`src/rtl/irq_arbiter_if.sv`:
```
// ---------------------------------------------------------------------------
// irq_arbiter_if
// Bundles the software register port and the core-side interrupt handshake
// of irq_arbiter.
//   cfg_we/cfg_addr/cfg_wdata : register write strobe, select, data
//   cfg_rdata                 : combinational read data for cfg_addr
//   irq_req/irq_id            : request to the core and the presented ID
//   irq_ack/irq_done          : core accept pulse / handler-finished pulse
//   irq_active                : a handler is in progress
// slave  : the arbiter side
// master : the core / software side
// ---------------------------------------------------------------------------
interface irq_arbiter_if;
    logic        cfg_we;
    logic [1:0]  cfg_addr;
    logic [15:0] cfg_wdata;
    logic [15:0] cfg_rdata;
    logic        irq_req;
    logic [4:0]  irq_id;
    logic        irq_ack;
    logic        irq_done;
    logic        irq_active;

    modport slave (
        input  cfg_we, cfg_addr, cfg_wdata, irq_ack, irq_done,
        output cfg_rdata, irq_req, irq_id, irq_active
    );

    modport master (
        output cfg_we, cfg_addr, cfg_wdata, irq_ack, irq_done,
        input  cfg_rdata, irq_req, irq_id, irq_active
    );
endinterface

```
`src/rtl/irq_arbiter.sv`:
```
// ---------------------------------------------------------------------------
// irq_arbiter
// Captures rising edges of the external lines and NMI into pending bits,
// masks and prioritises them, and presents one interrupt at a time to the
// core. One level of NMI nesting over an active external handler.
// Ports:
//   HCLK, HRESET        : clock, asynchronous active-high reset
//   NMI                 : non-maskable interrupt, rising-edge sensitive
//   externalInterrupts  : external lines, rising-edge sensitive
//   bus (slave)         : register port and request/ack/done handshake
// Registers: 0 ENABLE, 1 PENDING (write-1-to-clear), 2 STATUS (read-only),
//            3 CTRL (bit 0 = global interrupt enable)
// ---------------------------------------------------------------------------
module irq_arbiter #(
    parameter int unsigned NUM_IRQ = 16
) (
    input  logic               HCLK,
    input  logic               HRESET,
    input  logic               NMI,
    input  logic [NUM_IRQ-1:0] externalInterrupts,
    irq_arbiter_if.slave       bus
);

    typedef enum logic [2:0] {
        IDLE,
        REQ,
        ACTIVE,
        NMI_REQ,
        NMI_ACTIVE
    } state_t;

    localparam logic [4:0] NMI_ID = 5'd16;

    state_t             state_q, state_d;
    logic [NUM_IRQ-1:0] ext_prev_q;
    logic               nmi_prev_q;
    logic [NUM_IRQ-1:0] enable_q, enable_d;
    logic [NUM_IRQ-1:0] pending_q, pending_d;
    logic               nmi_pend_q, nmi_pend_d;
    logic               gie_q, gie_d;
    logic [4:0]         irq_id_q, irq_id_d;
    logic [4:0]         saved_id_q, saved_id_d;

    logic [NUM_IRQ-1:0] ext_edge;
    logic               nmi_edge;
    logic [NUM_IRQ-1:0] ext_clr;
    logic [NUM_IRQ-1:0] wr_clr;
    logic               nmi_clr;
    logic [NUM_IRQ-1:0] masked;
    logic               cand_valid;
    logic [4:0]         cand_id;
    logic [15:0]        enable_16;
    logic [15:0]        pending_16;
    logic               presented_ok;
    logic               nested;

    assign ext_edge = externalInterrupts & ~ext_prev_q;
    assign nmi_edge = NMI & ~nmi_prev_q;

    // Zero-padded 16-bit views so register reads and per-ID lookups work
    // for any NUM_IRQ up to 16.
    always_comb begin
        enable_16  = '0;
        pending_16 = '0;
        enable_16[NUM_IRQ-1:0]  = enable_q;
        pending_16[NUM_IRQ-1:0] = pending_q;
    end

    // Candidate: pending NMI first, otherwise lowest enabled pending line.
    // The loop runs downward so the lowest index is the last assignment.
    always_comb begin
        cand_valid = 1'b0;
        cand_id    = '0;
        masked     = pending_q & enable_q;
        if (nmi_pend_q) begin
            cand_valid = 1'b1;
            cand_id    = NMI_ID;
        end else if (gie_q) begin
            for (int unsigned i = NUM_IRQ; i > 0; i--) begin
                if (masked[i-1]) begin
                    cand_valid = 1'b1;
                    cand_id    = 5'(i - 1);
                end
            end
        end
    end

    // A presented external request stays valid only while it is enabled.
    assign presented_ok = gie_q && enable_16[irq_id_q[3:0]];

    always_comb begin
        state_d    = state_q;
        irq_id_d   = irq_id_q;
        saved_id_d = saved_id_q;
        ext_clr    = '0;
        nmi_clr    = 1'b0;
        case (state_q)
            IDLE: begin
                if (cand_valid) begin
                    irq_id_d = cand_id;
                    state_d  = REQ;
                end
            end
            REQ: begin
                if (bus.irq_ack) begin
                    if (irq_id_q[4]) begin
                        nmi_clr = 1'b1;
                    end else begin
                        for (int unsigned i = 0; i < NUM_IRQ; i++) begin
                            ext_clr[i] = (irq_id_q[3:0] == 4'(i));
                        end
                    end
                    state_d = ACTIVE;
                end else if (!irq_id_q[4] && nmi_pend_q) begin
                    // NMI overrides the presented external ID in place.
                    irq_id_d = NMI_ID;
                end else if (!irq_id_q[4] && !presented_ok) begin
                    state_d = IDLE;
                end
            end
            ACTIVE: begin
                // done beats a same-cycle NMI; the NMI is then taken from IDLE.
                if (bus.irq_done) begin
                    state_d = IDLE;
                end else if (!irq_id_q[4] && nmi_pend_q) begin
                    saved_id_d = irq_id_q;
                    irq_id_d   = NMI_ID;
                    state_d    = NMI_REQ;
                end
            end
            NMI_REQ: begin
                if (bus.irq_ack) begin
                    nmi_clr = 1'b1;
                    state_d = NMI_ACTIVE;
                end
            end
            NMI_ACTIVE: begin
                if (bus.irq_done) begin
                    irq_id_d = saved_id_q;
                    state_d  = ACTIVE;
                end
            end
            default: state_d = IDLE;
        endcase
    end

    // Register writes; a new edge wins over any same-cycle clear.
    always_comb begin
        enable_d = enable_q;
        gie_d    = gie_q;
        wr_clr   = '0;
        if (bus.cfg_we) begin
            case (bus.cfg_addr)
                2'd0:    enable_d = bus.cfg_wdata[NUM_IRQ-1:0];
                2'd1:    wr_clr   = bus.cfg_wdata[NUM_IRQ-1:0];
                2'd3:    gie_d    = bus.cfg_wdata[0];
                default: ;
            endcase
        end
        pending_d  = (pending_q & ~(ext_clr | wr_clr)) | ext_edge;
        nmi_pend_d = (nmi_pend_q & ~nmi_clr) | nmi_edge;
    end

    always_ff @(posedge HCLK or posedge HRESET) begin
        if (HRESET) begin
            state_q    <= IDLE;
            ext_prev_q <= '0;
            nmi_prev_q <= 1'b0;
            enable_q   <= '0;
            pending_q  <= '0;
            nmi_pend_q <= 1'b0;
            gie_q      <= 1'b0;
            irq_id_q   <= '0;
            saved_id_q <= '0;
        end else begin
            state_q    <= state_d;
            ext_prev_q <= externalInterrupts;
            nmi_prev_q <= NMI;
            enable_q   <= enable_d;
            pending_q  <= pending_d;
            nmi_pend_q <= nmi_pend_d;
            gie_q      <= gie_d;
            irq_id_q   <= irq_id_d;
            saved_id_q <= saved_id_d;
        end
    end

    assign nested = (state_q == NMI_REQ) || (state_q == NMI_ACTIVE);

    always_comb begin
        bus.cfg_rdata = '0;
        case (bus.cfg_addr)
            2'd0:    bus.cfg_rdata = enable_16;
            2'd1:    bus.cfg_rdata = pending_16;
            2'd2:    bus.cfg_rdata = {5'b0, nmi_pend_q, nested, bus.irq_active,
                                      3'b0, irq_id_q};
            default: bus.cfg_rdata = {15'b0, gie_q};
        endcase
    end

    assign bus.irq_req    = (state_q == REQ) || (state_q == NMI_REQ);
    assign bus.irq_active = (state_q == ACTIVE) || nested;
    assign bus.irq_id     = irq_id_q;

endmodule
```
`src/flat_wrapper.sv`:
```
// flat-port wrapper written by rule: the top's interface ports become plain ports
module irq_arbiter_flat 
#(
    parameter int unsigned NUM_IRQ = 16
)
  (HCLK, HRESET, NMI, externalInterrupts, bus_cfg_we, bus_cfg_addr, bus_cfg_wdata, bus_irq_ack, bus_irq_done, bus_cfg_rdata, bus_irq_req, bus_irq_id, bus_irq_active);
  irq_arbiter_if bus_i ();
  input  logic HCLK;
  input  logic HRESET;
  input  logic NMI;
  input  logic [NUM_IRQ-1:0] externalInterrupts;
  input wire logic [$bits(bus_i.cfg_we)-1:0] bus_cfg_we;
  input wire logic [$bits(bus_i.cfg_addr)-1:0] bus_cfg_addr;
  input wire logic [$bits(bus_i.cfg_wdata)-1:0] bus_cfg_wdata;
  input wire logic [$bits(bus_i.irq_ack)-1:0] bus_irq_ack;
  input wire logic [$bits(bus_i.irq_done)-1:0] bus_irq_done;
  output wire logic [$bits(bus_i.cfg_rdata)-1:0] bus_cfg_rdata;
  output wire logic [$bits(bus_i.irq_req)-1:0] bus_irq_req;
  output wire logic [$bits(bus_i.irq_id)-1:0] bus_irq_id;
  output wire logic [$bits(bus_i.irq_active)-1:0] bus_irq_active;
  assign bus_i.cfg_we = bus_cfg_we;
  assign bus_i.cfg_addr = bus_cfg_addr;
  assign bus_i.cfg_wdata = bus_cfg_wdata;
  assign bus_i.irq_ack = bus_irq_ack;
  assign bus_i.irq_done = bus_irq_done;
  assign bus_cfg_rdata = bus_i.cfg_rdata;
  assign bus_irq_req = bus_i.irq_req;
  assign bus_irq_id = bus_i.irq_id;
  assign bus_irq_active = bus_i.irq_active;
  irq_arbiter #(.NUM_IRQ(NUM_IRQ)) u_core (.HCLK(HCLK), .HRESET(HRESET), .NMI(NMI), .externalInterrupts(externalInterrupts), .bus(bus_i));
endmodule
```
`config.mk`:
```
export PLATFORM = sky130hd
export DESIGN_NAME = irq_arbiter_flat
export DESIGN_NICKNAME = d
export VERILOG_FILES = /design/src/rtl/irq_arbiter_if.sv /design/src/rtl/irq_arbiter.sv /design/src/flat_wrapper.sv
export SDC_FILE = /design/constraint.sdc
export NUM_CORES = 1
export LEC_CHECK = 0
export CAP_MARGIN = 20
export CORE_MARGIN = 8
export CORE_UTILIZATION = 50
export DETAILED_ROUTE_END_ITERATION = 10
export PLACE_DENSITY_LB_ADDON = 0.05
export SLEW_MARGIN = 20
export SYNTH_ARGS = -nofsm -noshare
export SYNTH_HDL_FRONTEND = slang
export SYNTH_SLANG_ARGS = --single-unit
```
`constraint.sdc`:
```
create_clock -name HCLK -period 4.9 [get_ports HCLK]
set_input_delay 0.98 -clock HCLK [delete_from_list [all_inputs] [get_ports HCLK]]
set_output_delay 0.98 -clock HCLK [all_outputs]
set_load 0.05 [all_outputs]
```
==> reports/results.ini, run 1 <==
[sta]
final_min_period_over_clock_period = 0.8006
timing.fmax_mhz = 254.9
finalSetupViolations = 0
final_critical_period_ns = 3.923
finalClockSkew_ns = 0.009770
finalHoldViolations = 0
max-slew-margin-rel = 0.5092
summed_negative_setup_slack_over_all_endpoints_ns = 0
worstMarginPinSlew_ns = 0.7352
rsz_0062_raised_after_global_routing = no
final_max_slew_viol_count = 0

[cts]
tritoncts.num_buffers = 9
clk-insertion-delay-late_ns = 0.34
cts-hold-fix-buffers = 0
h-tree-depth = 3
post_cts_buffers = 0
maximum_buffer_depth_of_the_clock_tree = 2
tritoncts = yes
number_of_clock_sinks_seen_by_cts = 64
clk_pin_slew_ns = 0.07
clock_tree.root_cell = sky130_fd_sc_hd__clkbuf_8
post_cts_resized = 0

[routing]
routed_wl_um = 9156
post_drt_via_cell_ratio = 5.773
drt-wirelength-per-cell_um = 18.76
num_vias = 2817
drt.antenna.violating_nets = 0
number_of_detailed_route_iterations_in_the_first_pass = 4
remaining_drc_errors = 0
number_of_drc_markers_after_the_initial_detailed_route_iteration = 184

[global_route]
grt_pass1_wl_um = 15240
grt_start_max_net_pins = 37
grt_overflow_total = 0
antenna_found_initial = 0
first_global_vias = 2850
globalRouteTotalUtil = 0.1986

[floorplanning]
initial_core_util = 0.5062
fp.dieArea_sq_mm = 0.009652
io-pin-count = 63
core.rowCount = 30
die-width_um = 98.25
core-area_sq_mm = 0.006681
die_y_um = 98.25

[worst_setup_path]
cp_data_arrival_time_ns = 2.94
critical_path.endpoint_type = output port
timing.critical_path.required_ns = 3.92
cp_max_fo = 12
crit_path_start_kind = input port
crit_path_from = bus_cfg_addr[0]
timing.setup.critical_path_class = input port to output port
worstReg2RegStart = u_core.state_q[0]

[layout]
layout.cell_area.non_filler_sq_mm = 0.004330
antennaDiodeCount = 0
drive_above_1_share = 0.1446
area.growth.synth_to_final_pct = 28.04
design.final.nets = 443

[place]
gp_weighted_congestion = 0.8953
numPortBuffers = 62
post-dp-hpwl_um = 6810
placed_area_sq_mm = 0.004088

[status]
status = finished, final reports clean

[power_and_ir_drop]
power_per_cell_area_mw_per_mm2 = 480.2
power_frac_comb = 0.358
power.sequential.fraction = 0.374
share_clk_of_total_power = 0.267
cell_internal_pwr_mw = 1.278
switchingPower_mw = 0.8015
leakage_power_nw = 1.827
power_mw = 2.079
peakVddDrop_mv = 0.2593
sw_ratio = 0.3855

[logic_synthesis]
post_synth.cell_area_avg_sq_um = 10.01
synth.net_count = 378
post-synth-top-area-fraction = 0.4735
ys_async_sr_fraction = 1.000
synth_edf_count = 0
cell_taking_the_most_area_after_synthesis = sky130_fd_sc_hd__dfrtp_1
syn_inst = 338
synth.area.top_cells = sky130_fd_sc_hd__dfrtp_1 (47%), sky130_fd_sc_hd__mux2_2 (6.3%), sky130_fd_sc_hd__nand2_1 (6.0%), sky130_fd_sc_hd__mux2i_1 (5.9%), sky130_fd_sc_hd__inv_1 (2.7%)
netlist_area_sq_mm = 0.003382
part_of_the_yosys_area_used_for_sequential_elements = 0.4735
post_synth_num_cell_types = 51
ys.warnings.count = 0
synth_top_flop_cell = sky130_fd_sc_hd__dfrtp_1
synth-seq-cells = 64

[job]
max-cap-violations = 0

[min_path]
worstHoldPathType = register to register
min_from = u_core.ext_prev_q[9]

-- flip-flops by register name, summed over array words and instances (netlist names) --
signal,count
u_core.enable_16,16
u_core.ext_prev_q,16
u_core.pending_16,16
u_core.bus.irq_id,5
u_core.saved_id_q,5
u_core.state_q,3
u_core.gie_q,1
u_core.nmi_pend_q,1
u_core.nmi_prev_q,1
-- placed cells by master, fill, tap and decap left out, types with 9 or more instances in the layout --
cell                              instances
sky130_fd_sc_hd__o21ai_0                 10
sky130_fd_sc_hd__o21ai_1                 16
sky130_fd_sc_hd__mux2i_1                 20
sky130_fd_sc_hd__buf_4                   10
sky130_fd_sc_hd__dfrtp_1                 64
sky130_fd_sc_hd__inv_1                   23
sky130_fd_sc_hd__nand3_1                 12
sky130_fd_sc_hd__clkbuf_8                 9
sky130_fd_sc_hd__nand2_1                 54
sky130_fd_sc_hd__mux2_2                  19
sky130_fd_sc_hd__nor2_1                  19
sky130_fd_sc_hd__clkdlybuf4s50_1         58
-- power groups by stage --
| stage | registers [mW] | logic, mW | clock network (mW) |
|---|---|---|---|
| floorplan | 0.732 | 0.548 | 0 |
| global placement | 0.785 | 0.737 | 0 |
| detailed placement | 0.784 | 0.743 | 0 |
| CTS | 0.774 | 0.746 | 0.568 |
| global route | 0.797 | 0.807 | 0.588 |
| finish | 0.779 | 0.745 | 0.556 |
-- worst max-delay path: stages --
cell and delay [ns]:
sky130_fd_sc_hd__clkdlybuf4s50_1 0.47, sky130_fd_sc_hd__buf_4 0.24, sky130_fd_sc_hd__mux4_2 0.53, sky130_fd_sc_hd__clkdlybuf4s50_1 0.71
-- final timing paths --
kind                                               to  slack (ns)  cells after the start
worst min-delay path             u_core.pending_16[9]        0.40                      1
worst max-delay path                 bus_cfg_rdata[0]        0.98                      4
max in group asynchronous           u_core.nmi_pend_q        2.96                      3
worst min register to register   u_core.pending_16[9]        0.40                      1
worst max register to register   u_core.bus.irq_id[1]        2.52                      5
min in group asynchronous       u_core.ext_prev_q[13]        1.08                      2
-- cell families after synthesis --
logic type	Yosys count	share of synthesized area
simple gates	111	0.1524
buf+inv	38	0.04292
compound gates	75	0.1569
mux	48	0.1691
flops	64	0.4735
xor+xnor	2	0.005180
-- metrics by stage --
stage | hold WS, ns | cells | setup WS [ns] | util
final | 0.4049 | 488 | 0.9770 | 0.6481
after global routing | 0.4154 | 488 | 0.8593 | 0.6481
after CTS | 0.4112 | 488 | 0.9612 | 0.6481
after detailed placement | 0.4009 | 472 | 0.9601 | 0.6118
after global placement | 0.3944 | 472 | 0.9865 | 0.6118
after floorplan | 0.3919 | 338 | 1.136 | -
-- layer usage --
metal | GRT usage | vias up | share of wire
met3 | 0.05477 | 10 | 0.062
met2 | 0.3124 | 88 | 0.48
met1 | 0.2594 | 1368 | 0.45
met4 | 0.06021 | 0 | 0.010
li1 | - | 1351 | -
met5 | 0 | - | 0
-- cell type report --
| cell class | instances | area (sq um) |
|---|---|---|
| fill | 558 | 2351 |
| multi-input combinational | 236 | 1640 |
| sequential | 64 | 1602 |
| timing repair buffer | 68 | 655.6 |
| clock buffer | 9 | 123.9 |
| clock inverter | 7 | 118.9 |
| tap | 80 | 100.1 |
| inverter | 24 | 90.09 |
-- Yosys cell counts, types with 3 or more instances --
master and number:
sky130_fd_sc_hd__nor3_1 4, sky130_fd_sc_hd__nor3b_1 4, sky130_fd_sc_hd__a32o_1 3, sky130_fd_sc_hd__nand3_1 12, sky130_fd_sc_hd__a22oi_1 3, sky130_fd_sc_hd__inv_1 24, sky130_fd_sc_hd__o211ai_1 8, sky130_fd_sc_hd__clkbuf_1 11
sky130_fd_sc_hd__dfrtp_1 64, sky130_fd_sc_hd__o22ai_1 7, sky130_fd_sc_hd__mux2_2 19, sky130_fd_sc_hd__a22o_1 6, sky130_fd_sc_hd__mux4_2 4, sky130_fd_sc_hd__nor2_1 19, sky130_fd_sc_hd__a21oi_1 5, sky130_fd_sc_hd__nand2_1 54
sky130_fd_sc_hd__mux2i_1 20, sky130_fd_sc_hd__mux2_4 3, sky130_fd_sc_hd__o21ai_1 16, sky130_fd_sc_hd__o31ai_1 3, sky130_fd_sc_hd__o21ai_0 10
(Power assumes the default switching activity.)
==> inputs of run 2 (changes only) <==
clock period = 4 ns   (was 4.9 ns; I/O delays follow)
==> reports/results.ini, run 2 (synthesis results as in run 1) <==
[cts]
clk_pin_slew_ns = 0.07  ; about the same
number_of_clock_sinks_seen_by_cts = 64  ; unchanged
cts-hold-fix-buffers = 0  ; unchanged
tritoncts = yes  ; unchanged
tritoncts.num_buffers = 9  ; unchanged
maximum_buffer_depth_of_the_clock_tree = 2  ; unchanged
clk-insertion-delay-late_ns = 0.34  ; about the same
post_cts_resized = 0  ; unchanged
clock_tree.root_cell = sky130_fd_sc_hd__clkbuf_8  ; unchanged
post_cts_buffers = 0  ; unchanged
h-tree-depth = 3  ; unchanged

[sta]
fin_worst_hold_slack_ns = 0.4075  ; was 0.4049 ns
final_min_period_over_clock_period = 0.8034
final_critical_period_ns = 3.213
finalHoldViolations = 0  ; unchanged
finalSetupViolations = 0  ; unchanged
summed_negative_setup_slack_over_all_endpoints_ns = 0  ; unchanged
finalClockSkew_ns = 0.009377  ; was 0.009770 ns
final.setup.worst_slack_ns = 0.7866  ; was 0.9770 ns
final_max_slew_viol_count = 0  ; unchanged
rsz_0062_raised_after_global_routing = no  ; unchanged
worstMarginPinSlew_ns = 0.6271  ; was 0.7352 ns
timing.fmax_mhz = 311.2
max-slew-margin-rel = 0.5820  ; was 0.5092

[routing]
drt-wirelength-per-cell_um = 19.81  ; was 18.76 um
post_drt_via_cell_ratio = 5.848  ; was 5.773
remaining_drc_errors = 0  ; unchanged
routed_wl_um = 9649  ; was 9156 um
number_of_drc_markers_after_the_initial_detailed_route_iteration = 189  ; was 184
number_of_detailed_route_iterations_in_the_first_pass = 4  ; unchanged
drt.antenna.violating_nets = 0  ; unchanged
num_vias = 2848  ; was 2817

[global_route]
first_global_vias = 3070  ; was 2850
globalRouteTotalUtil = 0.2078  ; was 0.1986
grt_pass1_wl_um = 15850  ; was 15240 um
grt_overflow_total = 0  ; unchanged
antenna_found_initial = 0  ; unchanged
grt_start_max_net_pins = 29  ; was 37

[layout]
stdcell_count = 487  ; was 488
fin_util = 0.6620  ; was 0.6481
most_common_library_cell_in_the_layout_ignoring_fill_and_taps = sky130_fd_sc_hd__dfrtp_1  ; unchanged
num-fill-cells = 589  ; was 558
design.final.nets = 444  ; was 443
area.growth.synth_to_final_pct = 30.78  ; was 28.04%
drive_above_1_share = 0.1720  ; was 0.1446
sequential_cell_area_sq_mm = 0.001602  ; unchanged
multiInputGateArea_sq_mm = 0.001640  ; unchanged
antennaDiodeCount = 0  ; unchanged
most_frequent_cells_in_the_layout = sky130_fd_sc_hd__dfrtp_1 (64), sky130_fd_sc_hd__nand2_1 (54), sky130_fd_sc_hd__clkdlybuf4s50_1 (46)  ; was sky130_fd_sc_hd__dfrtp_1 (64), sky130_fd_sc_hd__clkdlybuf4s50_1 (58), sky130_fd_sc_hd__nand2_1 (54)

[power_and_ir_drop]
peakVddDrop_mv = 0.2857  ; was 0.2593 mV
switchingPower_mw = 0.9826  ; was 0.8015 mW
power_frac_comb = 0.412  ; was 0.358
cell_internal_pwr_mw = 1.456  ; was 1.278 mW
power_per_cell_area_mw_per_mm2 = 551.4  ; was 480.2 mW/mm^2
power.sequential.fraction = 0.384  ; was 0.374
leakage_power_nw = 1.882  ; was 1.827 nW
share_clk_of_total_power = 0.205  ; was 0.267
sw_ratio = 0.4029  ; was 0.3855

[place]
post-dp-hpwl_um = 7265  ; was 6810 um
pre_cts_slack_ns = 0.8589  ; was 0.9601 ns
gp_weighted_congestion = 0.8854  ; was 0.8953
numPortBuffers = 62  ; unchanged
placedCellCount = 473  ; was 472

[worst_setup_path]
timing.setup.critical_path_class = register to output port  ; was input port to output port
cp_data_arrival_time_ns = 2.41  ; was 2.94 ns
timing.critical_path.required_ns = 3.20  ; was 3.92 ns
crit_path_start_kind = register  ; was input port
critical_path.endpoint_type = output port  ; unchanged
cp_max_fo = 16  ; was 12

[floorplanning]
core.rowCount = 30  ; unchanged
die_y_um = 98.25  ; unchanged
fp.dieArea_sq_mm = 0.009652  ; unchanged
io-pin-count = 63  ; unchanged
core-area_sq_mm = 0.006681  ; unchanged
initial_core_util = 0.5062  ; unchanged
die-width_um = 98.25  ; unchanged

[job]
max-cap-violations = 0  ; unchanged

[min_path]
worstHoldPathType = register to register  ; unchanged

[status]
status = finished, final reports clean  ; unchanged

-- run 2: cell count changes in the layout (fill, tap and decap cells not counted) --
cell,previous run,this run
sky130_fd_sc_hd__buf_12,0,15
sky130_fd_sc_hd__buf_4,10,8
sky130_fd_sc_hd__bufinv_16,3,0
sky130_fd_sc_hd__clkbuf_8,9,11
sky130_fd_sc_hd__clkdlybuf4s50_1,58,46
sky130_fd_sc_hd__clkinv_2,1,2
sky130_fd_sc_hd__clkinv_4,0,1
sky130_fd_sc_hd__clkinvlp_4,2,0
sky130_fd_sc_hd__inv_6,1,0
-- run 2: cell type report --
| class | count | area share |
|---|---|---|
| clock buffer | 11 | 0.03423 |
| multi-input combinational | 236 | 0.3709 |
| clock inverter | 3 | 0.004243 |
| sequential | 64 | 0.3621 |
| tap | 80 | 0.02263 |
| inverter | 24 | 0.02037 |
| timing repair buffer | 69 | 0.1856 |
-- run 2: final timing paths --
| kind | start | endpoint | slack, ns | depth (start not counted) |
|---|---|---|---|---|
| max reg2reg | u_core.state_q[1] | u_core.bus.irq_id[4] | 1.62 | 5 |
| min in group asynchronous | HRESET | u_core.ext_prev_q[14] | 0.73 | 2 |
| max | u_core.state_q[1] | bus_irq_active | 0.79 | 3 |
| max in group asynchronous | HRESET | u_core.pending_16[1] | 2.59 | 3 |
| min reg2reg | u_core.ext_prev_q[9] | u_core.pending_16[9] | 0.41 | 1 |
| min | u_core.ext_prev_q[9] | u_core.pending_16[9] | 0.41 | 1 |
-- run 2: per-layer routing --
metal / part of all wire / vias to the layer above / GRT usage
met2: 0.48 / 89 / 0.3356
met4: 0.018 / 0 / 0.1027
met3: 0.055 / 12 / 0.04125
met1: 0.45 / 1403 / 0.2594
li1: - / 1344 / -
met5: 0 / - / 0
-- run 2: stage by stage --
step,power [mW],instance area (sq um)
6_report,2.439,4423
5_1_grt,2.565,4423
4_1_cts,2.448,4423
3_5_place_dp,1.949,4253
3_3_place_gp,1.934,4253
2_1_floorplan,1.569,3382
-- run 2: power groups by stage --
stage | registers (mW) | clock network, mW | logic (mW)
final | 0.936 | 0.499 | 1.00
after global routing | 0.954 | 0.534 | 1.08
after CTS | 0.932 | 0.509 | 1.01
after detailed placement | 0.945 | 0 | 1.00
after global placement | 0.942 | 0 | 0.992
after floorplan | 0.897 | 0 | 0.672
-- run 2: critical path, stage by stage (launching register included) --
cell and delay [ns]:
sky130_fd_sc_hd__dfrtp_1 0.59, sky130_fd_sc_hd__or3b_4 0.51, sky130_fd_sc_hd__nand2_1 0.13, sky130_fd_sc_hd__clkdlybuf4s50_1 0.83
